`src/rtl/maze_dfs_controller.sv`:
```
// ----------------------------------------------------------------------------
// maze_dfs_controller
//
// Depth-first search over a 16x16 one-bit maze memory (0 = free, 1 = wall or
// already visited). Each entered cell is marked visited by writing 1 to it.
// Moves taken are kept on an internal stack so dead ends can be unwound.
// After the goal is reached, the stack is streamed out from the bottom,
// giving the path from start to goal as 2-bit moves.
//
// Move encoding: 0 up (Y+1), 1 right (X+1), 2 left (X-1), 3 down (Y-1).
//
// Ports:
//   Clk        in   rising-edge clock
//   our_reset  in   synchronous active-high reset
//   Start      in   one-cycle run request, honoured only while idle
//   MemDout    in   maze read data, combinational from MemX/MemY/MemRd
//   MemX/MemY  out  maze column/row address (current cell unless probing)
//   MemRd      out  maze read enable
//   MemWr      out  maze write enable
//   MemDin     out  maze write data (1 whenever MemWr)
//   Busy       out  search in progress
//   Done       out  path found (level, terminal)
//   Fail       out  no path exists (level, terminal)
//   Move       out  current path move
//   MoveValid  out  Move is valid
//   MoveReady  in   consumer accepts Move
//   PathLen    out  number of moves in the found path
//   DbgState   out  current FSM state encoding, for observation only
//
// Path stream handshake: a move transfers on a rising Clk edge where both
// MoveValid and MoveReady are 1. While MoveValid=1 and MoveReady=0, Move is
// held stable and MoveValid stays high; MoveValid never depends on MoveReady.
// ----------------------------------------------------------------------------
module maze_dfs_controller #(
    parameter int START_X     = 0,
    parameter int START_Y     = 0,
    parameter int GOAL_X      = 15,
    parameter int GOAL_Y      = 15,
    parameter int STACK_DEPTH = 256
) (
    input  logic       Clk,
    input  logic       our_reset,
    input  logic       Start,
    input  logic       MemDout,
    output logic [3:0] MemX,
    output logic [3:0] MemY,
    output logic       MemRd,
    output logic       MemWr,
    output logic       MemDin,
    output logic       Busy,
    output logic       Done,
    output logic       Fail,
    output logic [1:0] Move,
    output logic       MoveValid,
    input  logic       MoveReady,
    output logic [8:0] PathLen,
    output logic [2:0] DbgState
);

    localparam int SW = $clog2(STACK_DEPTH);

    localparam logic [3:0] START_X4 = 4'(START_X);
    localparam logic [3:0] START_Y4 = 4'(START_Y);
    localparam logic [3:0] GOAL_X4  = 4'(GOAL_X);
    localparam logic [3:0] GOAL_Y4  = 4'(GOAL_Y);

    typedef enum logic [2:0] {
        S_IDLE      = 3'd0,
        S_CHECK     = 3'd1,
        S_MARK      = 3'd2,
        S_PROBE     = 3'd3,
        S_BACKTRACK = 3'd4,
        S_DONE      = 3'd5,
        S_FAIL      = 3'd6
    } state_t;

    state_t      r_state;
    state_t      w_state_nxt;

    logic [3:0]  r_cur_x;
    logic [3:0]  r_cur_y;
    logic [2:0]  r_dir;
    logic [8:0]  r_sp;
    logic [8:0]  r_rp;
    logic [1:0]  r_stack [STACK_DEPTH];

    logic [3:0]  w_nb_x;
    logic [3:0]  w_nb_y;
    logic        w_nb_ok;
    logic        w_probing;
    logic        w_push;
    logic [SW-1:0] w_top_idx;
    logic [1:0]  w_top;
    logic [3:0]  w_back_x;
    logic [3:0]  w_back_y;
    logic        w_at_goal;
    logic        w_move_valid;

    assign DbgState = r_state;

    // Neighbour of the current cell in direction r_dir. w_nb_ok is low when
    // the step would wrap off the 0..15 grid, or when all four directions
    // have been tried (r_dir == 4).
    always_comb begin
        w_nb_x  = r_cur_x;
        w_nb_y  = r_cur_y;
        w_nb_ok = 1'b0;
        case (r_dir)
            3'd0: begin
                w_nb_y  = r_cur_y + 4'd1;
                w_nb_ok = (r_cur_y != 4'd15);
            end
            3'd1: begin
                w_nb_x  = r_cur_x + 4'd1;
                w_nb_ok = (r_cur_x != 4'd15);
            end
            3'd2: begin
                w_nb_x  = r_cur_x - 4'd1;
                w_nb_ok = (r_cur_x != 4'd0);
            end
            3'd3: begin
                w_nb_y  = r_cur_y - 4'd1;
                w_nb_ok = (r_cur_y != 4'd0);
            end
            default: ;
        endcase
    end

    // Top-of-stack move and the cell we came from before taking it.
    assign w_top_idx = r_sp[SW-1:0] - SW'(1);
    assign w_top     = r_stack[w_top_idx];

    always_comb begin
        w_back_x = r_cur_x;
        w_back_y = r_cur_y;
        case (w_top)
            2'd0:    w_back_y = r_cur_y - 4'd1;
            2'd1:    w_back_x = r_cur_x - 4'd1;
            2'd2:    w_back_x = r_cur_x + 4'd1;
            default: w_back_y = r_cur_y + 4'd1;
        endcase
    end

    assign w_probing    = (r_state == S_PROBE) && (r_dir != 3'd4) && w_nb_ok;
    assign w_push       = w_probing && !MemDout && !our_reset;
    assign w_at_goal    = (r_cur_x == GOAL_X4) && (r_cur_y == GOAL_Y4);
    assign w_move_valid = (r_state == S_DONE) && (r_rp < r_sp);

    // ---------------- state register ----------------
    always_ff @(posedge Clk) begin
        if (our_reset) r_state <= S_IDLE;
        else           r_state <= w_state_nxt;
    end

    // ---------------- next-state logic ----------------
    always_comb begin
        w_state_nxt = r_state;
        case (r_state)
            S_IDLE:      if (Start) w_state_nxt = S_CHECK;
            S_CHECK:     w_state_nxt = MemDout ? S_FAIL : S_MARK;
            S_MARK:      w_state_nxt = w_at_goal ? S_DONE : S_PROBE;
            S_PROBE: begin
                if (r_dir == 3'd4)            w_state_nxt = S_BACKTRACK;
                else if (w_nb_ok && !MemDout) w_state_nxt = S_MARK;
            end
            S_BACKTRACK: w_state_nxt = (r_sp == 9'd0) ? S_FAIL : S_PROBE;
            default:     w_state_nxt = r_state;
        endcase
    end

    // ---------------- outputs ----------------
    // Memory strobes are masked during reset so the reset cycle never
    // touches the maze.
    always_comb begin
        MemX      = r_cur_x;
        MemY      = r_cur_y;
        MemRd     = 1'b0;
        MemWr     = 1'b0;
        MemDin    = 1'b0;
        Busy      = 1'b0;
        Done      = 1'b0;
        Fail      = 1'b0;
        Move      = 2'd0;
        MoveValid = 1'b0;
        PathLen   = 9'd0;
        case (r_state)
            S_CHECK: begin
                Busy  = 1'b1;
                MemRd = !our_reset;
            end
            S_MARK: begin
                Busy   = 1'b1;
                MemWr  = !our_reset;
                MemDin = !our_reset;
            end
            S_PROBE: begin
                Busy = 1'b1;
                if (w_probing) begin
                    MemX  = w_nb_x;
                    MemY  = w_nb_y;
                    MemRd = !our_reset;
                end
            end
            S_BACKTRACK: Busy = 1'b1;
            S_DONE: begin
                Done      = 1'b1;
                PathLen   = r_sp;
                MoveValid = w_move_valid;
                if (w_move_valid) Move = r_stack[r_rp[SW-1:0]];
            end
            S_FAIL:  Fail = 1'b1;
            default: ;
        endcase
    end

    // ---------------- datapath ----------------
    always_ff @(posedge Clk) begin
        if (our_reset) begin
            r_cur_x <= 4'd0;
            r_cur_y <= 4'd0;
            r_dir   <= 3'd0;
            r_sp    <= 9'd0;
            r_rp    <= 9'd0;
        end else begin
            case (r_state)
                S_IDLE: begin
                    if (Start) begin
                        r_cur_x <= START_X4;
                        r_cur_y <= START_Y4;
                        r_dir   <= 3'd0;
                        r_sp    <= 9'd0;
                        r_rp    <= 9'd0;
                    end
                end
                S_MARK: r_dir <= 3'd0;
                S_PROBE: begin
                    if (r_dir != 3'd4) begin
                        if (w_nb_ok && !MemDout) begin
                            r_sp    <= r_sp + 9'd1;
                            r_cur_x <= w_nb_x;
                            r_cur_y <= w_nb_y;
                        end else begin
                            r_dir <= r_dir + 3'd1;
                        end
                    end
                end
                S_BACKTRACK: begin
                    // Resume probing just past the direction that led here;
                    // a popped "down" yields dir=4, forcing another pop.
                    if (r_sp != 9'd0) begin
                        r_sp    <= r_sp - 9'd1;
                        r_cur_x <= w_back_x;
                        r_cur_y <= w_back_y;
                        r_dir   <= {1'b0, w_top} + 3'd1;
                    end
                end
                S_DONE: begin
                    if (w_move_valid && MoveReady) r_rp <= r_rp + 9'd1;
                end
                default: ;
            endcase
        end
    end

    // Move stack: contents are don't-care after reset, so no reset here.
    always_ff @(posedge Clk) begin
        if (w_push) r_stack[r_sp[SW-1:0]] <= r_dir[1:0];
    end

endmodule

```
`config.mk`:
```
export PLATFORM = sky130hd
export DESIGN_NAME = maze_dfs_controller
export DESIGN_NICKNAME = d
export VERILOG_FILES = /design/src/rtl/maze_dfs_controller.sv
export SDC_FILE = /design/constraint.sdc
export NUM_CORES = 1
export LEC_CHECK = 0
export BUFFER_PORTS_ARGS = -buffer_cell sky130_fd_sc_hd__buf_2
export CORE_AREA = 2 2 339 341
export CTS_BUF_LIST = sky130_fd_sc_hd__clkbuf_4 sky130_fd_sc_hd__clkbuf_8 sky130_fd_sc_hd__clkbuf_16
export DETAILED_ROUTE_END_ITERATION = 16
export DIE_AREA = 0 0 341 343
export GPL_TIMING_DRIVEN = 0
export PLACE_DENSITY = 0.36
export SYNTH_ARGS = -nofsm -noshare
export SYNTH_HDL_FRONTEND = slang
export SYNTH_SLANG_ARGS = --single-unit
```
`constraint.sdc`:
```
create_clock -name Clk -period 7.68 [get_ports Clk]
set_input_delay 1.152 -clock Clk [delete_from_list [all_inputs] [get_ports Clk]]
set_output_delay 1.152 -clock Clk [all_outputs]
set_load 0.05 [all_outputs]
```
==> results of run 1 <==
==> cells in the mapped netlist (all sizes together) (8+ instances only) <==
library cell,count,area [sq um]
inv,22,82.6
ha,27,338
buf,66,390
nor3b,9,67.6
nand3,16,80.1
or3,11,68.8
mux2i,22,220
a211oi,11,82.6
nor2,333,1250
nand2,67,251
edfxtp,512,15400
nor3,19,95.1
a21oi,48,244
clkbuf,75,282
xnor2,17,156
xor2,8,88.8
mux4,316,7120
o21ai,26,130
dfxtp,40,801
==> cells by family (layout without fill, tap and decap cells) <==
kind of cell	Yosys count	after routing	synth area share, %
DFF	552	552	57.6
and+or+nand+nor	505	505	7.70
muxes	344	344	26.4
buffers and inverters	164	327	2.70
AOI/OAI and AO/OA	149	149	3.46
adders and majority gates	28	28	1.27
xor gates and xnor gates	25	25	0.873
other	0	2	0
==> cell type report <==
type	instances	area [sq um]
Sequential cell	552	16200
Tap cell	1512	1890
Buffer	141	708
Fill cell	11304	80800
Multi-Input combinational cell	1051	11200
Antenna cell	2	5.00
Timing Repair Buffer	40	348
Clock inverter	41	355
Clock buffer	82	1890
Inverter	23	90.1
==> flip-flops by register name, summed over array words and instances (netlist names), named ones only <==
name,count
r_stack,512
r_rp,9
r_sp,9
r_cur_x,4
r_cur_y,4
DbgState,3
r_dir,3
==> worst max-delay path, stage by stage (launching register included) <==
cell	delay, ps
dfxtp_1	510
buf_2	360
buf_6	260
buf_2	510
clkinvlp_4	430
ha_1	320
buf_6	150
xnor2_2	430
buf_4	470
clkbuf_1	870
mux4_2	600
mux4_2	480
mux2i_1	380
mux2_2	280
ha_1	280
o21bai_1	460
a221oi_1	100
a211oi_1	260
==> what timing repair did <==
action                                  in CTS  in global routing
gates resized for setup                     10                  8
hold buffers                                 0                  0
endpoints found under the setup margin       8                  8
==> how the worst max path moves through the flow <==
stage	startpoint	end	slack, ps	cells past startpoint
floorplan	r_dir[0]	MemX[1]	560	6
global placement	r_dir[0]	r_stack[120][0]	-4500	8
detailed placement	r_sp[0]	r_cur_x[1]	-340	16
CTS	r_sp[0]	r_cur_x[1]	1	16
global route	r_sp[0]	r_cur_y[3]	80	20
finish	r_sp[0]	r_cur_x[1]	380	17
==> power by group <==
| part | internal, W | switching [W] | leakage, nW |
|---|---|---|---|
| clock | 0.00193 | 0.00136 | 1.11 |
| combinational | 0.000512 | 0.000946 | 3.72 |
| sequential | 0.00339 | 0.0000469 | 5.36 |
==> metrics by stage <==
| step | power [W] | hold WS (ps) | cell area, sq um | util (%) |
|---|---|---|---|---|
| floorplan | 0.00439 | 456 | 28100 | - |
| global placement | 0.00502 | 496 | 30100 | 26.6 |
| detailed placement | 0.00498 | 491 | 30300 | 26.8 |
| CTS | 0.00828 | 501 | 32600 | 28.8 |
| global route | 0.00846 | 517 | 32600 | 28.8 |
| finish | 0.00819 | 507 | 32600 | 28.8 |
==> layer usage <==
layer | part of all wire, % | track usage (%)
met2 | 49 | 32.8
met4 | 3.0 | 6.25
met1 | 43 | 25.7
met3 | 5.4 | 3.54
met5 | 0 | 0
==> metrics.md, run 1 <==
| Metric | Value |
|---|---|
| Die width | 341 um |
| Hold Path Class | register to register |
| Clock Tree Buf Depth | 3 |
| Drt total wl | 115000 um |
| Root Buffer Master | clkbuf_16 |
| Vias | 18236 |
| Worst skew pair latency | 630 ps |
| Initial Utilization | 24.8% |
| Die H | 343 um |
| Fin crit period | 7300 ps |
| Clock Skew | 29.0 ps |
| Global-route wire length before repair | 158000 um |
| Die area | 117000 sq um |
| Critical path fanouts, max | 10 |
| Seq/Total Area, Yosys | 57.6% |
| Commonest cells after routing, fill and taps aside | edfxtp_1, nor2_1, mux4_2 |
| Site row count | 124 |
| Finish-stage setup viols | 0 |
| Vias per cell | 5.30 |
| Port Buffer Count | 32 |
| Crit path kind | register to register |
| Layout cells sized above 1 | 28.7% |
| Vias in the first global route | 18798 |
| Leading cell type in the layout, fill and taps excluded | edfxtp_1 |
| Reg2Reg Depth | 17 |
| FF-to-FF setup slack | 380 ps |
| Hold path start | r_rp[8] |
| Worst slew pin tran | 1470 ps |
| Post-placement cell count | 3319 |
| Synth Warn # | 0 |
| First DRT Iteration DRCs | 1831 |
| WP data arrival | 7840 ps |
| Outcome | completed |
| Drt pass-1 iters | 5 |
| Post-Syn Instances | 1767 |
| Post-route ant nets | 0 |
| Final Hold Violating Endpoints | 0 |
| Tcrit/Tclk final | 95.0% |
| Worst Setup Start Kind | register |
| Worst-path clk slew | 60 ps |
| Max-slew violations | 0 |
| Residual DRC | 0 |
| GPL Wtd Cong | 0.826 |
| Yosys reg bits | 552 |
| Power Density | 251 nW/um^2 |
| Top FF cell, synth | edfxtp_1 |
| Area grow syn2layout | 16.2% |
| Layout Nets | 1911 |
| TritonCTS clock tree | done |
| # Post-CTS Setup Buffers | 0 |
| Cell Area, Synth | 28100 sq um |
| Worst Path Required | 8220 ps |
| # Max-Cap Violations | 0 |
| Hpwl dp | 78800 um |
| Lkg Pwr | 10.2 nW |
| Peak VDD IR | 139 uV |
| H-tree levels | 3 |
| Syn Area/Cell | 15.9 sq um |
| Worst relative slew slack | 1.91% |
| Routed length per instance | 33.3 um |
| R2r endpoint | r_cur_x[1] |
| Max frequency | 137 MHz |
| Post-synth EDFFs | 512 |
| Worst slack, placed | -344 ps |
| Worst hold endpoint | r_rp[8] |
| Netlist cell types | 69 |
| Crit path capture type | register |
| Initial antenna violation count | 1 |
| Async set or reset register ratio after synthesis | 0% |
| RSZ-0062 raised after global routing | false |
| Total CTS buffers | 69 |
| Worst setup margin | 381 ps |
| Core Area | 113000 sq um |
| IO Pins | 34 |
| Fin cells | 3444 |
| Total negative slack | 0 ps |
| CTS Sinks | 552 |
| Largest net degree at the start of global routing | 82 |
| Synth Net Count | 1800 |
| FF-to-FF Start | r_sp[0] |
| WHS Path Cells | 2 |
| Congestion Overflow GR | 0 |
| GRT Util Overall | 19.6% |
(Power assumes the default switching activity.)
==> inputs of run 2 (changes only) <==
CORE_AREA = 2 2 220 222   (was 2 2 339 341)
DIE_AREA = 0 0 222 224   (was 0 0 341 343)
PLACE_DENSITY = 0.74   (was 0.36)
==> run 2 against run 1 <==
Compared with the run above:
- the run now ends with setup timing left
- clock skew down 5.1 ps
- cell count down 27%
- maximum frequency down 5.7%
- count of clock-buffer cells in the layout down 16
- power down 7.0%
- sequential cell count unchanged
- largest cell class unchanged
- largest power group unchanged
==> metrics.md, run 2 (synthesis results as in run 1) <==
| Metric | Value |
|---|---|
| Die H | 224 um |
| Tcrit/Tclk final | 101% |
| Vias per cell | 7.58 |
| Post-route ant nets | 0 |
| Initial Utilization | 59.3% |
| H-tree levels | 2 |
| Drt total wl | 89900 um |
| Worst relative slew slack | 4.55% |
| IO Pins | 34 |
| Root Buffer Master | clkbuf_16 |
| Hpwl dp | 59500 um |
| Leading cell type in the layout, fill and taps excluded | edfxtp_1 |
| Congestion Overflow GR | 0 |
| Vias in the first global route | 18655 |
| Worst setup margin | -57.7 ps |
| Largest net degree at the start of global routing | 99 |
| Crit path capture type | register |
| Failing checks | setup timing |
| Peak VDD IR | 153 uV |
| Layout cells sized above 1 | 27.3% |
| Crit-path leading delay family | buffers and inverters |
| Tightest hold margin | 509 ps |
| # Post-CTS Setup Buffers | 0 |
| Worst slew pin tran | 1430 ps |
| Port Buffer Count | 32 |
| Reg2Reg Depth | 16 |
| Critical path fanouts, max | 10 |
| Power Density | 245 nW/um^2 |
| Antenna diodes | 0 |
| Final Hold Violating Endpoints | 0 |
| Crit path kind | register to register |
| Fin crit period | 7740 ps |
| Initial antenna violation count | 0 |
| RSZ-0062 raised after global routing | false |
| # Max-Cap Violations | 0 |
| Worst slack, placed | 346 ps |
| Core Area | 47300 sq um |
| CP peak stage delay | 900 ps |
| Layout Nets | 1895 |
| Max frequency | 129 MHz |
| Site row count | 80 |
| Drt pass-1 iters | 6 |
| Vias | 19126 |
| Hold Path Class | register to register |
| R2r endpoint | r_cur_x[1] |
| Filler instances | 3151 |
| Critical-path top delay cell | clkbuf_1 |
| Lkg Pwr | 9.95 nW |
| Die width | 222 um |
| Clock Skew | 23.9 ps |
| Commonest cells after routing, fill and taps aside | edfxtp_1, nor2_1, mux4_2 |
| Crit-path cells | buf_2, buf_6, buf_2, clkinv_1, ha_1, buf_1, clkbuf_1, mux4_2, mux4_2, mux4_2, mux2i_1, mux2_2, ha_1, o21bai_1, a221oi_1, a211oi_1 |
| TritonCTS clock tree | done |
| Global-route wire length before repair | 128000 um |
| First DRT Iteration DRCs | 3710 |
| WHS Path Cells | 2 |
| Finish-stage setup viols | 3 |
| GRT Util Overall | 36.8% |
| Die area | 49700 sq um |
| Max-slew violations | 0 |
| Outcome | complete, but fails checks |
| GPL Wtd Cong | 0.975 |
| Area grow syn2layout | 10.6% |
| Worst skew pair latency | 620 ps |
| Cell mode on critical path | mux4_2 |
| Worst hold endpoint | r_rp[8] |
| FF-to-FF Start | r_sp[0] |
| Worst-path clk slew | 70 ps |
| Routed length per instance | 35.6 um |
| Max reg flops | 512 |
| Total CTS buffers | 55 |
| FF-to-FF setup slack | -60 ps |
| Residual DRC | 0 |
| Worst Setup Start Kind | register |
| WP data arrival | 8270 ps |
| Bufs and invs on worst path | 6 |
| Hold_buf cts | 0 |
| Hold path start | r_rp[8] |
| PostCTS Resize Cnt | 0 |
| Clock Tree Buf Depth | 3 |
| CTS Sinks | 552 |
| Worst Path Required | 8220 ps |
[run 2: cell count changes in the layout (fill, tap and decap cells not counted), moves of 2 or more]
| cell | change |
|---|---|
| inv_6 | -2 |
| clkinv_1 | -5 |
| nor4_2 | -2 |
| clkbuf_1 | +11 |
| nor4_1 | +2 |
| clkbuf_2 | -11 |
| buf_1 | +4 |
| clkbuf_4 | -3 |
| clkinv_2 | +2 |
| diode_2 | -2 |
| clkdlybuf4s15_2 | -2 |
| clkbuf_16 | -14 |
[run 2: worst max path at each step]
stage / startpoint / endpoint / slack (ps) / depth (start not counted)
after detailed placement: r_sp[0] / r_cur_x[1] / 350 / 16
after CTS: r_sp[0] / r_cur_x[1] / 280 / 16
final: r_sp[0] / r_cur_x[1] / -60 / 16
after global routing: r_sp[0] / r_cur_x[1] / 50 / 16
after floorplan: r_dir[0] / MemX[1] / 560 / 6
after global placement: r_dir[1] / MemX[0] / -2780 / 7
[run 2: power breakdown]
group / total (W) / switching [W] / internal (W)
sequential: 0.00342 / 0.0000307 / 0.00339
combinational: 0.00138 / 0.000871 / 0.000506
clock: 0.00282 / 0.00119 / 0.00163
[run 2: routing by layer]
metal | GRT usage (%) | part of all wire, % | up-vias
met5 | 0 | 0 | -
met4 | 19.5 | 6.0 | 0
met3 | 11.1 | 16 | 319
met2 | 55.6 | 45 | 1905
met1 | 48.8 | 33 | 9614
li1 | - | - | 7288
[run 2: final cells by class]
| type | count | area, sq um | share of cell area (%) |
|---|---|---|---|
| sequential | 552 | 16200 | 52.1 |
| multi-input combinational | 1051 | 11100 | 35.9 |
| clock buffer | 66 | 1540 | 4.94 |
| tap | 615 | 769 | 2.48 |
| buffer | 141 | 672 | 2.16 |
| clock inverter | 36 | 355 | 1.14 |
| timing repair buffer | 38 | 318 | 1.02 |
| inverter | 23 | 86.3 | 0.278 |
[run 2: worst min-delay path, delay by kind of cell, from the launching register on]
family	cells	cell delay [ps]
DFF	1	330
AOI/OAI and AO/OA	2	130
[run 2: stage by stage]
stage / instance area (sq um) / utilization (%) / total power [W] / setup TNS, ps / cells
floorplan: 28100 / - / 0.00439 / 0 / 1767
global route: 31100 / 65.6 / 0.00777 / 0 / 2522
finish: 31100 / 65.6 / 0.00762 / -125 / 2522
detailed placement: 29200 / 61.6 / 0.00482 / 0 / 2420
global placement: 29000 / 61.3 / 0.00484 / -1127820 / 2414
CTS: 31100 / 65.6 / 0.00758 / 0 / 2522
